$ cat src/rtl/timer_pkg.sv
// Shared types, glyph codes and BCD helpers for the irrigation countdown timer.
package timer_pkg;

  typedef enum logic [2:0] {
    IDLE  = 3'd0,
    RUN   = 3'd1,
    PAUSE = 3'd2,
    DONE  = 3'd3,
    ERROR = 3'd4
  } state_t;

  localparam logic [3:0] CODE_R = 4'b1011;
  localparam logic [3:0] CODE_r = 4'b1100;
  localparam logic [3:0] CODE_o = 4'b1101;
  localparam logic [3:0] CODE_A = 4'b1110;
  localparam logic [3:0] CODE_F = 4'b1111;

  // Debug view of the controller: FSM state and the mm:ss BCD count.
  typedef struct packed {
    state_t      state;
    logic [15:0] count;
  } timer_dbg_t;

  function automatic logic bcd_valid(input logic [7:0] mm, input logic [7:0] ss);
    return (mm[7:4] <= 4'd9) && (mm[3:0] <= 4'd9) &&
           (ss[7:4] <= 4'd5) && (ss[3:0] <= 4'd9);
  endfunction

  // One-second BCD decrement of {mm_t, mm_o, ss_t, ss_o}; caller guarantees count != 0.
  function automatic logic [15:0] bcd_dec(input logic [15:0] c);
    logic [15:0] r;
    r = c;
    if (c[3:0] != 4'd0) begin
      r[3:0] = c[3:0] - 4'd1;
    end else begin
      r[3:0] = 4'd9;
      if (c[7:4] != 4'd0) begin
        r[7:4] = c[7:4] - 4'd1;
      end else begin
        r[7:4] = 4'd5;
        if (c[11:8] != 4'd0) begin
          r[11:8] = c[11:8] - 4'd1;
        end else begin
          r[11:8]  = 4'd9;
          r[15:12] = c[15:12] - 4'd1;
        end
      end
    end
    return r;
  endfunction

endpackage

$ cat src/rtl/display_scan_mux.sv
// Four-digit time-multiplexer: free-running scan divider, digit index and
// registered data/select outputs that always change together.
module display_scan_mux #(
  parameter int SCAN_DIV = 50000
) (
  input  logic        clock,
  input  logic        reset,
  input  logic [15:0] digits,
  output logic [3:0]  data,
  output logic [3:0]  digit_sel_n
);

  localparam int DW = (SCAN_DIV > 1) ? $clog2(SCAN_DIV) : 1;

  logic [DW-1:0] div_cnt;
  logic [1:0]    idx;
  logic [1:0]    next_idx;
  logic          adv;

  assign adv      = (div_cnt == DW'(SCAN_DIV - 1));
  assign next_idx = adv ? idx + 2'd1 : idx;

  // data and select are both derived from next_idx so they never skew.
  always_ff @(posedge clock or posedge reset) begin
    if (reset) begin
      div_cnt     <= '0;
      idx         <= 2'd0;
      data        <= 4'b0000;
      digit_sel_n <= 4'b1110;
    end else begin
      div_cnt     <= adv ? '0 : div_cnt + DW'(1);
      idx         <= next_idx;
      digit_sel_n <= ~(4'b0001 << next_idx);
      data        <= digits[{next_idx, 2'b00} +: 4];
    end
  end

endmodule

$ cat src/rtl/irrigation_countdown_display.sv
// Irrigation countdown: mm:ss BCD down-counter with run/pause/done/error FSM,
// one-second prescaler and a multiplexed digit output for the 7-segment decoder.
module irrigation_countdown_display
  import timer_pkg::*;
#(
  parameter int TICK_DIV = 50000000,
  parameter int SCAN_DIV = 50000
) (
  input  logic       clock,
  input  logic       reset,
  input  logic       load,
  input  logic [7:0] load_mm,
  input  logic [7:0] load_ss,
  input  logic       start,
  input  logic       stop,
  input  logic       clear,
  input  logic       fault,
  output logic       valve_on,
  output logic       done,
  output logic       error,
  output logic [3:0] data,
  output logic [3:0] digit_sel_n,
  output timer_dbg_t dbg
);

  localparam int PW = $clog2(TICK_DIV);

  state_t        state;
  logic [15:0]   count;
  logic [PW-1:0] prescaler;
  logic          tick;
  logic [15:0]   next_count;
  logic [15:0]   digit_word;

  assign tick       = (prescaler == PW'(TICK_DIV - 1));
  assign next_count = bcd_dec(count);
  assign dbg        = '{state: state, count: count};

  // Priority: fault > clear > load > start > stop.
  always_ff @(posedge clock or posedge reset) begin
    if (reset) begin
      state     <= IDLE;
      count     <= 16'h0000;
      prescaler <= '0;
      valve_on  <= 1'b0;
      done      <= 1'b0;
      error     <= 1'b0;
    end else begin
      done <= 1'b0;
      if (fault) begin
        state    <= ERROR;
        valve_on <= 1'b0;
        error    <= 1'b1;
      end else if (clear) begin
        state     <= IDLE;
        count     <= 16'h0000;
        prescaler <= '0;
        valve_on  <= 1'b0;
        error     <= 1'b0;
      end else begin
        case (state)
          IDLE, DONE: begin
            if (load) begin
              if (bcd_valid(load_mm, load_ss)) begin
                state <= IDLE;
                count <= {load_mm, load_ss};
              end else begin
                state <= ERROR;
                error <= 1'b1;
              end
            end else if (start && (count != 16'h0000)) begin
              state     <= RUN;
              prescaler <= '0;
              valve_on  <= 1'b1;
            end
          end
          PAUSE: begin
            // Resume keeps the held prescaler phase.
            if (start && (count != 16'h0000)) begin
              state    <= RUN;
              valve_on <= 1'b1;
            end
          end
          RUN: begin
            if (tick) begin
              prescaler <= '0;
              count     <= next_count;
              if (next_count == 16'h0000) begin
                state    <= DONE;
                done     <= 1'b1;
                valve_on <= 1'b0;
              end else if (stop && !start) begin
                state    <= PAUSE;
                valve_on <= 1'b0;
              end
            end else begin
              prescaler <= prescaler + PW'(1);
              if (stop && !start) begin
                state    <= PAUSE;
                valve_on <= 1'b0;
              end
            end
          end
          ERROR: begin
            state <= ERROR;
          end
          default: begin
            state    <= IDLE;
            valve_on <= 1'b0;
          end
        endcase
      end
    end
  end

  assign digit_word = (state == ERROR) ? {CODE_R, CODE_r, CODE_r, CODE_o} : count;

  display_scan_mux #(
    .SCAN_DIV(SCAN_DIV)
  ) u_scan (
    .clock       (clock),
    .reset       (reset),
    .digits      (digit_word),
    .data        (data),
    .digit_sel_n (digit_sel_n)
  );

endmodule

$ cat config.mk
export PLATFORM = sky130hd
export DESIGN_NAME = irrigation_countdown_display
export DESIGN_NICKNAME = d
export VERILOG_FILES = /design/src/rtl/timer_pkg.sv /design/src/rtl/display_scan_mux.sv /design/src/rtl/irrigation_countdown_display.sv
export SDC_FILE = /design/constraint.sdc
export NUM_CORES = 1
export LEC_CHECK = 0
export ABC_AREA = 1
export BUFFER_PORTS_ARGS = -buffer_cell sky130_fd_sc_hd__buf_4
export CAP_MARGIN = 10
export CORE_UTILIZATION = 45
export DETAILED_ROUTE_END_ITERATION = 12
export GPL_TIMING_DRIVEN = 0
export PLACE_DENSITY = 0.65
export SLEW_MARGIN = 20
export SYNTH_ARGS = -nofsm -noshare
export SYNTH_HDL_FRONTEND = slang
export SYNTH_SLANG_ARGS = --single-unit
$ cat constraint.sdc
create_clock -name clock -period 2.42 [get_ports clock]
set_input_delay 0 -clock clock [delete_from_list [all_inputs] [get_ports clock]]
set_output_delay 0 -clock clock [all_outputs]
set_load 0.02 [all_outputs]
Word level (Yosys, flattened, before mapping)
Index checks and enable logic that the tools add are counted.
W data, S select, Z words.
Operators by class
  add/subtract/negate cells: 7
  order comparisons: 4
  equal/unequal tests: 14
  shift operators: 2
  mux-type cells: 46
  bitwise logic cells: 2
  reductions and logical operators: 20
Operator list (count)
  $mux W26: 4
  $mux W16: 6
  $pmux W26 S2: 1
  $pmux W16 S2: 1
  $add A26 B1 Y26 const B: 1
  $eq A26 B26 Y1 const B: 1
  $mux W3: 8
  $ne A3 B3 Y1 const B: 7
  $mux W1: 17
  $add A16 B1 Y16 const B: 1
  $eq A16 B16 Y1 const B: 1
  $logic_not A16 Y1: 1
  $mux W4: 4
  $reduce_bool A16 Y1: 1
  $shiftx A16 B5 Y4: 1
  $sub A4 B1 Y4 const B: 4
  $le A4 B4 Y1 const B: 3
  $mux W12: 1
  $pmux W3 S4: 1
  $reduce_bool A4 Y1: 3
  $reduce_bool A3 Y1: 3
  $mux W8: 1
  $eq A3 B2 Y1 const B: 2
  $logic_and A1 B1 Y1: 5
  other kinds (17): 17
Word-level totals
  register bits after elaboration: 74
  output and inout port bits: 30

Depth between registers and ports, before layout
Gate-level depths: netlist of run 1.
  word-level depth: 10
  depth in mapped cells: 15
  mapped depth without buffers: 14

Cells and area by module
A second synthesis of run 1 with hierarchy kept.
Unflattened totals
  cell total of the unflattened synthesis: 691
  area total of the unflattened synthesis: 4842.1 um^2
By module, submodules not included
  irrigation_countdown_display: instances 1, cells an instance 498, area each 3389.5 um^2, sequential area each 1201.2 um^2
  display_scan_mux: instances 1, cells an instance 193, area each 1452.6 um^2, sequential area each 654.4 um^2

Worst setup path after synthesis of run 1
No wires, ideal clock.
  kind: reg-to-reg
  start: reg u_scan.div_cnt[0]
  end: reg u_scan.data[1]
  library setup time: 118 ps
  arrival time: 1739 ps
  data required time: 2302 ps
  path slack: 563 ps
  stages on the path, launching flop included: 13
  buffers on the path: 1
  clock period less this slack: 1857 ps
  path through: dfrtp_1 ha_1 nand2_1 inv_1 nand2_1 nor2_1 and2_1 buf_2 nand2_1 xor2_2 inv_1 nand3_1 nand2_1
Between the ends
  longest elaborated chain between the ends: 3
Ends and longest elaborated chain
  start: declaration: line display_scan_mux.sv:15  | logic [DW-1:0] div_cnt;
  start signal: assignment: line display_scan_mux.sv:31  | div_cnt <= adv ? '0 : div_cnt + DW'(1);
  $eq A16 B16 Y1: line display_scan_mux.sv:20  | assign adv = (div_cnt == DW'(SCAN_DIV - 1));
  $mux W2: line display_scan_mux.sv:21  | assign next_idx = adv ? idx + 2'd1 : idx;
  named net u_scan.next_idx[1]: line display_scan_mux.sv:17  | logic [1:0] next_idx;
  $shiftx A16 B5 Y4: line display_scan_mux.sv:34  | data <= digits[{next_idx, 2'b00} +: 4];
  end signal: assignment: line display_scan_mux.sv:34
  end: declaration: line display_scan_mux.sv:9  | output logic [3:0] data,
The timed path passes the listed nets, and every way through them passes these cells.
A chain may end at the register's enable or synchronous reset.

Worst setup path after layout of run 1
  start: reg prescaler[0]
  end: reg count[4]
Between the ends
  longest elaborated chain between the ends: 3
Ends and longest elaborated chain
  start: declaration: line irrigation_countdown_display.sv:30  | logic [PW-1:0] prescaler;
  start signal: assignment: line irrigation_countdown_display.sv:97  | prescaler <= prescaler + PW'(1);
  $eq A26 B26 Y1: line irrigation_countdown_display.sv:35  | assign tick = (prescaler == PW'(TICK_DIV - 1));
  $ne A3 B3 Y1 (no line)
  $reduce_and A5 Y1 (no line)
  end signal: assignment: line irrigation_countdown_display.sv:66  | count <= {load_mm, load_ss};
  end signal: assignment: line irrigation_countdown_display.sv:87  | count <= next_count;
  end: declaration: line irrigation_countdown_display.sv:29  | logic [15:0] count;
No other way between the ends.

==> results of run 1 <==
[worst max path at each step]
stage / start / to / depth (start not counted)
4_1_cts: prescaler[0]$_DFFE_PP0P_ / count[4]$_DFFE_PP0P_ / 10
2_1_floorplan: reset / count[0]$_DFFE_PP0P_ / 1
5_1_grt: prescaler[0]$_DFFE_PP0P_ / count[0]$_DFFE_PP0P_ / 10
6_report: prescaler[0]$_DFFE_PP0P_ / count[4]$_DFFE_PP0P_ / 10
3_3_place_gp: reset / u_scan.data[3]$_DFF_PP0_ / 2
3_5_place_dp: prescaler[0]$_DFFE_PP0P_ / count[0]$_DFFE_PP0P_ / 10
[per-layer routing]
metal | track usage (%) | wire, um
met1 | 33.7 | 6150
met3 | 4.18 | 558
met2 | 40.8 | 6170
met5 | 0 | 0
met4 | 7.24 | 171
[synthesized netlist by cell type (4+ instances only)]
cell      count
nor2_1       80
nor2_4        4
xor2_1       14
nand4_1      18
a21oi_1      28
nor3_1       27
o21ai_1       5
clkbuf_1      6
and2_1        4
inv_1        83
o21ai_2       9
nand3_1      48
o21ai_0      51
dfrtp_1      71
ha_1          4
nand2_1     153
[sequential cells by signal, indices dropped and copies added, names as in the netlist]
register and cells:
u_scan.idx 2, state 3, u_scan.div_cnt 16, done 1, u_scan.data 4, u_scan.digit_sel_n 4, count 16, error 1
valve_on 1, prescaler 26
[metrics by stage]
stage	setup TNS, ns	setup slack, ns	utilization (%)
final	0	0.199	55.6
after global routing	0	0.0458	55.6
after CTS	0	0.205	55.6
after detailed placement	0	0.230	52.1
after global placement	-33.23	-0.472	51.8
after floorplan	0	0.543	-
[power breakdown]
group          internal [mW]  switching [mW]
registers               1.28          0.0747
logic                  0.224           0.377
clock network          0.515           0.522
total                   2.02           0.974
[critical path: stages, from the launching register on]
cell and delay, ns:
dfrtp_1 0.41, ha_1 0.25, nand3_1 0.16, nor2_1 0.08
nand3_1 0.08, nor2_1 0.08, nor3_4 0.40, inv_4 0.12
nand3_2 0.16, buf_2 0.25, o21ai_0 0.12
[cells by family (layout without fill, tap and decap cells)]
group	count (synthesis)	after routing	synth area share, %
xor gates and xnor gates	17	17	3.28
and+or+nand+nor	355	355	34.1
DFF	74	74	38.9
buffers and inverters	101	185	8.98
adders and majority gates	4	4	1.05
AOI/OAI and AO/OA	111	111	13.7
[timing repair]
action / 4_1_cts / 5_1_grt
hold buffers: 15 / 0
endpoints found under the setup margin: 0 / 0
buffers inserted: 0 / 0
endpoints found under the hold margin: 49 / 0
[placed cells by master, fill, tap and decap left out, types with 4 or more instances in the layout]
cell type / count
nor2_1: 80
ha_1: 4
dlygate4sd3_1: 15
o21ai_2: 9
nand2_1: 153
nand4_1: 18
nor3_1: 27
dfrtp_1: 71
and2_1: 4
o21ai_0: 51
clkbuf_1: 6
inv_1: 82
buf_4: 53
clkbuf_8: 10
xor2_1: 14
o21ai_1: 5
nor2_4: 4
a21oi_1: 28
nand3_1: 48
[area by class of cell]
type,instances,area (um2)
flip-flops and latches,74,1860
clock inverters,6,72.6
clock buffers,10,138
well taps,136,170
repair buffers,68,561
fillers,1001,4570
multi-input cells,487,2480
plain buffers,15,97.6
inverters,86,333
==> metrics.md, run 1 <==
| Metric | Value |
|---|---|
| Slew headroom | `56.0%` |
| Clock Latency Late Sink | `0.37 ns` |
| Post-synth EDFFs | `0` |
| Yosys top cell by area | `dfrtp_1` |
| # diodes | `0` |
| Post-Syn Area | `4770 um2` |
| Startpoint Class | `register` |
| TritonCTS buffer count | `9` |
| Post-synthesis sequential area ratio | `38.9%` |
| Placed insts | `851` |
| Fmax | `0.450 GHz` |
| CP required | `2.66 ns` |
| Root Driver | `clkbuf_8` |
| Slew of the pin with the lowest slew margin | `0.661 ns` |
| Top cells by area, synth | `dfrtp_1 37%, nand2_1 12%, inv_1 6.5%` |
| Non-Filler Instances | `882` |
| Antenna-violating nets left | `0` |
| Yosys reg bits | `74` |
| Worst Hold Path Cells | `3` |
| Period utilization | `91.8%` |
| Hold slack | `0.0202 ns` |
| Initial antenna violation count | `0` |
| Row Count | `37` |
| Share of cells above drive strength 1 | `15.8%` |
| H-tree levels | `3` |
| Vias in the first global route | `4488` |
| Worst Setup End Kind | `register` |
| Max cap viols | `0` |
| Final instance area | `5710 um2` |
| Worst hold path type | `in -> reg` |
| CTS resizes | `0` |
| Core ar. | `10300 um2` |
| Worst-path clk slew | `0.09 ns` |
| Final GP Congestion | `0.928` |
| Net Count, Synth | `689` |
| Initial DRC count | `315` |
| Post-Syn Area per Cell | `7.20 um2` |
| P&R area growth vs syn | `19.8%` |
| Max-slew violations | `0` |
| Die area | `11000 um2` |
| Die W | `105 um` |
| First-pass GRT wire length | `21700 um` |
| Worst R2R End | `count[4]$_DFFE_PP0P_` |
| First drt pass iteration count | `5` |
| Main synth FF type | `dfrtp_1` |
| Final-stage net count | `768` |
| Status | `finished clean` |
| Ys Warns | `0` |
| Worst R2R Setup Slack | `0.20 ns` |
| Crit Path Class | `reg -> reg` |
| I/O pin total | `53` |
| Largest net degree at the start of global routing | `44` |
| DR DRC count | `0` |
| Number of port buffers | `52` |
| Wire per inst | `14.8 um` |
| Pwr/cell area | `524 nW/um2` |
| Grt ovf | `0` |
| Leakage | `2.66 nW` |
| Setup violations, final | `0` |
| Starting Density | `46.4%` |
| Hold path endpoint | `count[9]$_DFFE_PP0P_` |
| Die Span Y | `105 um` |
| Max Root-Sink Buffers | `2` |
| CTS tree | `done` |
| Final hold violation count | `0` |
| Min-delay src | `load_mm[1]` |
| Gate Count Post-Synth | `662` |
| Synth top area share | `37.3%` |
| CTS sink cnt | `74` |
| RSZ-0062 raised after global routing | `no` |
| Via count | `4640` |
| Min Tclk post-route | `2.22 ns` |
| Crit-path max FO | `10` |
| Reg2Reg Depth | `10` |
| Worst VDD drop | `0.000316 V` |
| Clock skew | `0.00948 ns` |
| HPWL after DPL | `9610 um` |
| Placed Instance Area | `5350 um2` |
| Total wire length | `13000 um` |
| Via density | `5.26` |
| Total GRT Usage | `24.9%` |
| Unique masters post-synth | `49` |
| WP data arrival | `2.47 ns` |
| RR Startpoint | `prescaler[0]$_DFFE_PP0P_` |
| Total chip power | `2.99 mW` |
| Async set-reset flop share out of synthesis | `100%` |
Power figures use the tool's default switching activity.
==> run 2: changes to the inputs <==
--- a/config.mk
+++ b/config.mk
@@ -11,6 +11,7 @@
 export CORE_UTILIZATION = 45
 export DETAILED_ROUTE_END_ITERATION = 12
 export GPL_TIMING_DRIVEN = 0
+export HOLD_SLACK_MARGIN = 0.12
 export PLACE_DENSITY = 0.65
 export SLEW_MARGIN = 20
 export SYNTH_ARGS = -nofsm -noshare
==> constraint.sdc (replaced) <==
create_clock -name clock -period 2.2 [get_ports clock]
set_input_delay 0 -clock clock [delete_from_list [all_inputs] [get_ports clock]]
set_output_delay 0 -clock clock [all_outputs]
set_load 0.02 [all_outputs]
==> run 2 against run 1 <==
  * Power rose by 11%
  * Setup slack got worse by 0.10 ns
  * Critical endpoint is now prescaler[17]$_DFFE_PP0P_
  * Combinational power grew 14%
  * Highest routed layer unchanged
  * Critical path depth rose by 1
  * Sequential cell count unchanged
  * Die area unchanged
  * Register-to-register slack worse by 0.10 ns
  * Design area up 2.3%
==> metrics.md, run 2 (synthesized netlist as in run 1, its figures left out) <==
| Metric | Value |
|---|---|
| Status | `finished clean` |
| Vias in the first global route | `4515` |
| Starting Density | `46.4%` |
| WP data arrival | `2.36 ns` |
| Switching portion of total power | `32.7%` |
| Initial DRC count | `327` |
| Via density | `5.25` |
| Crit-path slowest cell | `dfrtp_1` |
| Final GP Congestion | `0.928` |
| Max-slew violations | `0` |
| TritonCTS buffer count | `9` |
| Setup violations, final | `0` |
| Startpoint Class | `register` |
| Row Count | `37` |
| Worst hold path type | `in -> async` |
| I/O pin total | `53` |
| Worst VDD drop | `0.000349 V` |
| P_sw | `1.09 mW` |
| Largest net degree at the start of global routing | `44` |
| Total wire length | `13200 um` |
| Setup_tns | `0 ns` |
| Crit path largest cell delay | `0.50 ns` |
| Final instance area | `5840 um2` |
| Clock skew | `0.00953 ns` |
| First-pass GRT wire length | `21800 um` |
| Max reg flops | `26` |
| Comb pwr share | `20.6%` |
| Grt peak-use layer | `met2` |
| Max cap viols | `0` |
| Slew headroom | `57.0%` |
| Sequential Power Share | `44.9%` |
| Final-stage net count | `777` |
| Min Tclk post-route | `2.10 ns` |
| Die Span Y | `105 um` |
| Crit-path max FO | `10` |
| Final hold violation count | `0` |
| Die area | `11000 um2` |
| Commonest cells after routing, fill and taps aside | `152 x nand2_1, 81 x inv_1, 79 x nor2_1` |
| Placed Instance Area | `5350 um2` |
| Share of cells above drive strength 1 | `17.2%` |
| Total chip power | `3.32 mW` |
| Crit-path cells | `nor2_4, nand2_4, nor2_8, nand2_4, o21ai_4, o21ai_4, nand2_8, inv_6, buf_6, nand3_1, nand2_1` |
| CP required | `2.46 ns` |
| Initial antenna violation count | `0` |
| HPWL after DPL | `9610 um` |
| Worst setup startpoint | `count[2]$_DFFE_PP0P_` |
| Clock Latency Late Sink | `0.37 ns` |
| Pwr/cell area | `568 nW/um2` |
| Grt ovf | `0` |
| RR Startpoint | `count[2]$_DFFE_PP0P_` |
| Number of port buffers | `52` |
| CTS tree | `done` |
| Slew of the pin with the lowest slew margin | `0.645 ns` |
| Met3 Use GR | `4.49%` |
| Via count | `4680` |
| Total GRT Usage | `25.1%` |
| Crit Path Class | `reg -> reg` |
| H-tree levels | `3` |
| CTS sink cnt | `74` |
| P&R area growth vs syn | `22.5%` |
| Leakage | `2.71 nW` |
| Antenna-violating nets left | `0` |
| # diodes | `0` |
| Met2 Usage GRT | `40.8%` |
| Largest Register | `prescaler` |
| Fmax | `0.475 GHz` |
| GR met1 Demand/Resource | `33.7%` |
| Internal power | `2.23 mW` |
| Die W | `105 um` |
| Regs by FF count | `prescaler (26), count (16), u_scan.div_cnt (16)` |
| Wire per inst | `14.8 um` |
| Worst-path clk slew | `0.09 ns` |
| Root Driver | `clkbuf_8` |
| Max Root-Sink Buffers | `2` |
| First drt pass iteration count | `5` |
| Period utilization | `95.6%` |
| Clock power share | `34.5%` |
| Worst Setup End Kind | `register` |
| Core ar. | `10300 um2` |
| Hold slack | `0.202 ns` |
| DR DRC count | `0` |
| Commonest non-fill, non-tap cell in the layout | `nand2_1` |
==> run 2: changes by cell type in the layout (fill, tap and decap cells not counted), moves of 2 or more <==
cell and change:
buf_2 -3, buf_4 +4, clkbuf_1 -2, clkbuf_2 +2, dlygate4sd3_1 +6
==> run 2: cell type report <==
class | instances | area [um2]
buffer | 15 | 111
clock buffer | 10 | 138
clock inverter | 6 | 72.6
fill | 987 | 4440
inverter | 86 | 333
multi-input combinational | 487 | 2520
sequential | 74 | 1860
tap | 136 | 170
timing repair buffer | 77 | 643
==> run 2: critical path: cells and delay by family, from the launching register on <==
| kind | cells | cell delay, ns |
|---|---|---|
| AOI/OAI and AO/OA | 2 | 0.34 |
| DFF | 1 | 0.50 |
| and+or+nand+nor | 7 | 0.94 |
| buffers and inverters | 2 | 0.20 |
==> run 2: metal layers <==
| layer | part of all wire (%) | up-vias |
|---|---|---|
| li1 | - | 2341 |
| met1 | 47 | 2209 |
| met2 | 47 | 110 |
| met3 | 4.8 | 20 |
| met4 | 1.8 | 0 |
| met5 | 0 | - |
==> run 2: path summary, 6_finish.rpt <==
path / to / slack, ns / cells after the start
min in group clock: done$_DFF_PP0_ / 0.35 / 3
max in group asynchronous: u_scan.digit_sel_n[2]$_DFF_PP1_ / 1.36 / 4
min: prescaler[2]$_DFFE_PP0P_ / 0.20 / 3
max: prescaler[17]$_DFFE_PP0P_ / 0.1 / 11
max reg2reg: prescaler[17]$_DFFE_PP0P_ / 0.1 / 11
min reg2reg: prescaler[22]$_DFFE_PP0P_ / 0.52 / 2
==> run 2: per-stage QoR <==
step	instances	util (%)	worst slack, ns
floorplan	662	-	0.323
finish	891	56.8	0.0961
global route	891	56.8	-0.000637
CTS	889	56.2	0.0589
detailed placement	851	52.1	0.0100
global placement	850	51.8	-0.692
==> run 2: power by group through the flow <==
stage          combinational (mW)  sequential, mW  clock [mW]
3_5_place_dp                0.636            1.51           0
4_1_cts                     0.669            1.49        1.18
6_report                    0.683            1.49        1.15
3_3_place_gp                0.623            1.51           0
5_1_grt                     0.752            1.50        1.23
2_1_floorplan               0.363            1.55           0
==> run 2: what timing repair did <==
item,4_1_cts,5_1_grt
setup buffers,1,2
setup endpoints to repair,3,32
hold buffers,21,0
endpoints found under the hold margin,94,0
pin swaps,1,3
resized for setup,0,20
==> run 3: changes to the inputs <==
==> constraint.sdc (replaced) <==
create_clock -name clock -period 2.5 [get_ports clock]
set_input_delay 0 -clock clock [delete_from_list [all_inputs] [get_ports clock]]
set_output_delay 0 -clock clock [all_outputs]
set_load 0.02 [all_outputs]
==> run 3 against run 2 <==
  * Combinational power decreased by 13%
  * Design area shrank 1.2%
  * Core utilization down 0.69 points
  * Sequential power is 12% lower
  * Sequential cell count is the same
  * Fmax down 5.6%
  * Clock power shrank 12%
  * Critical path type unchanged
  * Power shrank 12%
  * Setup slack better by 0.18 ns
  * Critical path depth decreased by 1
  * Final cell count decreased by 0.34%
  * Sequential share of layout area grew 0.37 points
  * Highest routed layer unchanged
==> metrics.md, run 3 (synthesized netlist as in run 1, its figures left out) <==
| Metric | Value |
|---|---|
| Via count | `4672` |
| Core ar. | `10300 um2` |
| Crit-path max FO | `10` |
| Total wire length | `13200 um` |
| CP required | `2.75 ns` |
| Share of cells above drive strength 1 | `15.7%` |
| Initial DRC count | `327` |
| Placed Instance Area | `5350 um2` |
| Setup violations, final | `0` |
| Max cap viols | `0` |
| RSZ-0062 raised after global routing | `no` |
| Final hold violation count | `0` |
| Max-slew violations | `0` |
| Row Count | `37` |
| Hold slack | `0.206 ns` |
| Die Span Y | `105 um` |
| HPWL after DPL | `9610 um` |
| Max Root-Sink Buffers | `2` |
| TritonCTS buffer count | `9` |
| Via density | `5.26` |
| First drt pass iteration count | `5` |
| Clock skew | `0.0104 ns` |
| Max reg flops | `26` |
| Min Tclk post-route | `2.23 ns` |
| Fin util | `56.1%` |
| Crit Path Class | `reg -> reg` |
| First-pass GRT wire length | `21800 um` |
| Worst VDD drop | `0.000304 V` |
| Clock Latency Late Sink | `0.37 ns` |
| Slew headroom | `56.0%` |
| Setup ws final | `0.272 ns` |
| # diodes | `0` |
| Regs by FF count | `prescaler (26), count (16), u_scan.div_cnt (16)` |
| Final instance area | `5770 um2` |
| Root Driver | `clkbuf_8` |
| Leakage | `2.68 nW` |
| Die W | `105 um` |
| Die area | `11000 um2` |
| Fmax | `0.449 GHz` |
| Final-stage net count | `774` |
| Total chip power | `2.91 mW` |
| Initial antenna violation count | `0` |
| CTS resizes | `0` |
| CTS sink cnt | `74` |
| Number of port buffers | `52` |
| Antenna-violating nets left | `0` |
| Final GP Congestion | `0.928` |
| Slew of the pin with the lowest slew margin | `0.660 ns` |
| CTS tree | `done` |
| Starting Density | `46.4%` |
| Status | `finished clean` |
| P&R area growth vs syn | `21.0%` |
| Wire per inst | `14.8 um` |
| Crit-path slowest cell | `dfrtp_1` |
| Worst Setup End Kind | `register` |
| Place WS | `0.310 ns` |
| Commonest cells after routing, fill and taps aside | `153 x nand2_1, 82 x inv_1, 80 x nor2_1` |
| Non-Filler Instances | `888` |
| Pwr/cell area | `504 nW/um2` |
| Worst-path clk slew | `0.09 ns` |
| Grt ovf | `0` |
| Crit path largest cell delay | `0.41 ns` |
| Reg2Reg Depth | `10` |
| DR DRC count | `0` |
| Post-CTS setup buffers | `0` |
| Commonest non-fill, non-tap cell in the layout | `nand2_1` |
| Worst hold path type | `in -> async` |
| WP data arrival | `2.47 ns` |
| Period utilization | `89.1%` |
| I/O pin total | `53` |
| H-tree levels | `3` |
| Setup_tns | `0 ns` |
| Startpoint Class | `register` |
| Crit-path cells | `ha_1, nand3_1, nor2_1, nand3_1, nor2_1, nor3_4, inv_4, nand3_2, buf_2, o21ai_0` |
| Hold_buf cts | `21` |
| Largest Register | `prescaler` |
| Largest net degree at the start of global routing | `44` |
| Total GRT Usage | `25.0%` |
| Placed insts | `851` |
| Vias in the first global route | `4508` |
[run 3: cell count changes in the layout (fill, tap and decap cells not counted), moves of 2 or more]
cell and delta:
buf_2 +3, buf_4 -4, clkbuf_1 +2, clkbuf_2 -2
[run 3: where the power goes]
part	internal, mW	leakage, nW	switching [mW]
Clock	0.499	0.103	0.510
Sequential	1.24	0.977	0.0726
Combinational	0.223	1.60	0.368
[run 3: path summary, 6_finish.rpt]
path / startpoint / endpoint / slack [ns]
setup / recovery: prescaler[0]$_DFFE_PP0P_ / count[4]$_DFFE_PP0P_ / 0.27
hold reg to reg: u_scan.idx[1]$_DFF_PP0_ / u_scan.digit_sel_n[3]$_DFF_PP1_ / 0.47
hold / removal: reset / prescaler[2]$_DFFE_PP0P_ / 0.21
max in group asynchronous: reset / u_scan.digit_sel_n[2]$_DFF_PP1_ / 1.66
setup reg to reg: prescaler[0]$_DFFE_PP0P_ / count[4]$_DFFE_PP0P_ / 0.27
min in group clock: clear / prescaler[20]$_DFFE_PP0P_ / 0.35
[run 3: layer usage]
layer	share of wire (%)	up-vias	global-route usage, %
met5	0	-	0
met4	1.3	0	7.44
met3	5.5	14	4.18
met2	47	126	41.1
met1	47	2197	33.9
li1	-	2335	-
[run 3: critical path, delay by kind of cell, from the launching register on]
kind                     cells  cell delay (ns)
flip-flops                   1             0.41
buffers and inverters        2             0.36
adder cells (fa/ha/maj)      1             0.25
AND/OR/NAND/NOR              6             0.98
AO/OA/AOI/OAI                1             0.11
[run 3: layout make-up]
cell class,instances,area (um2)
Buffer,15,97.6
Clock buffer,10,138
Clock inverter,6,72.6
Fill cell,995,4510
Inverter,86,333
Multi-Input combinational cell,487,2480
Sequential cell,74,1860
Tap cell,136,170
Timing Repair Buffer,74,621
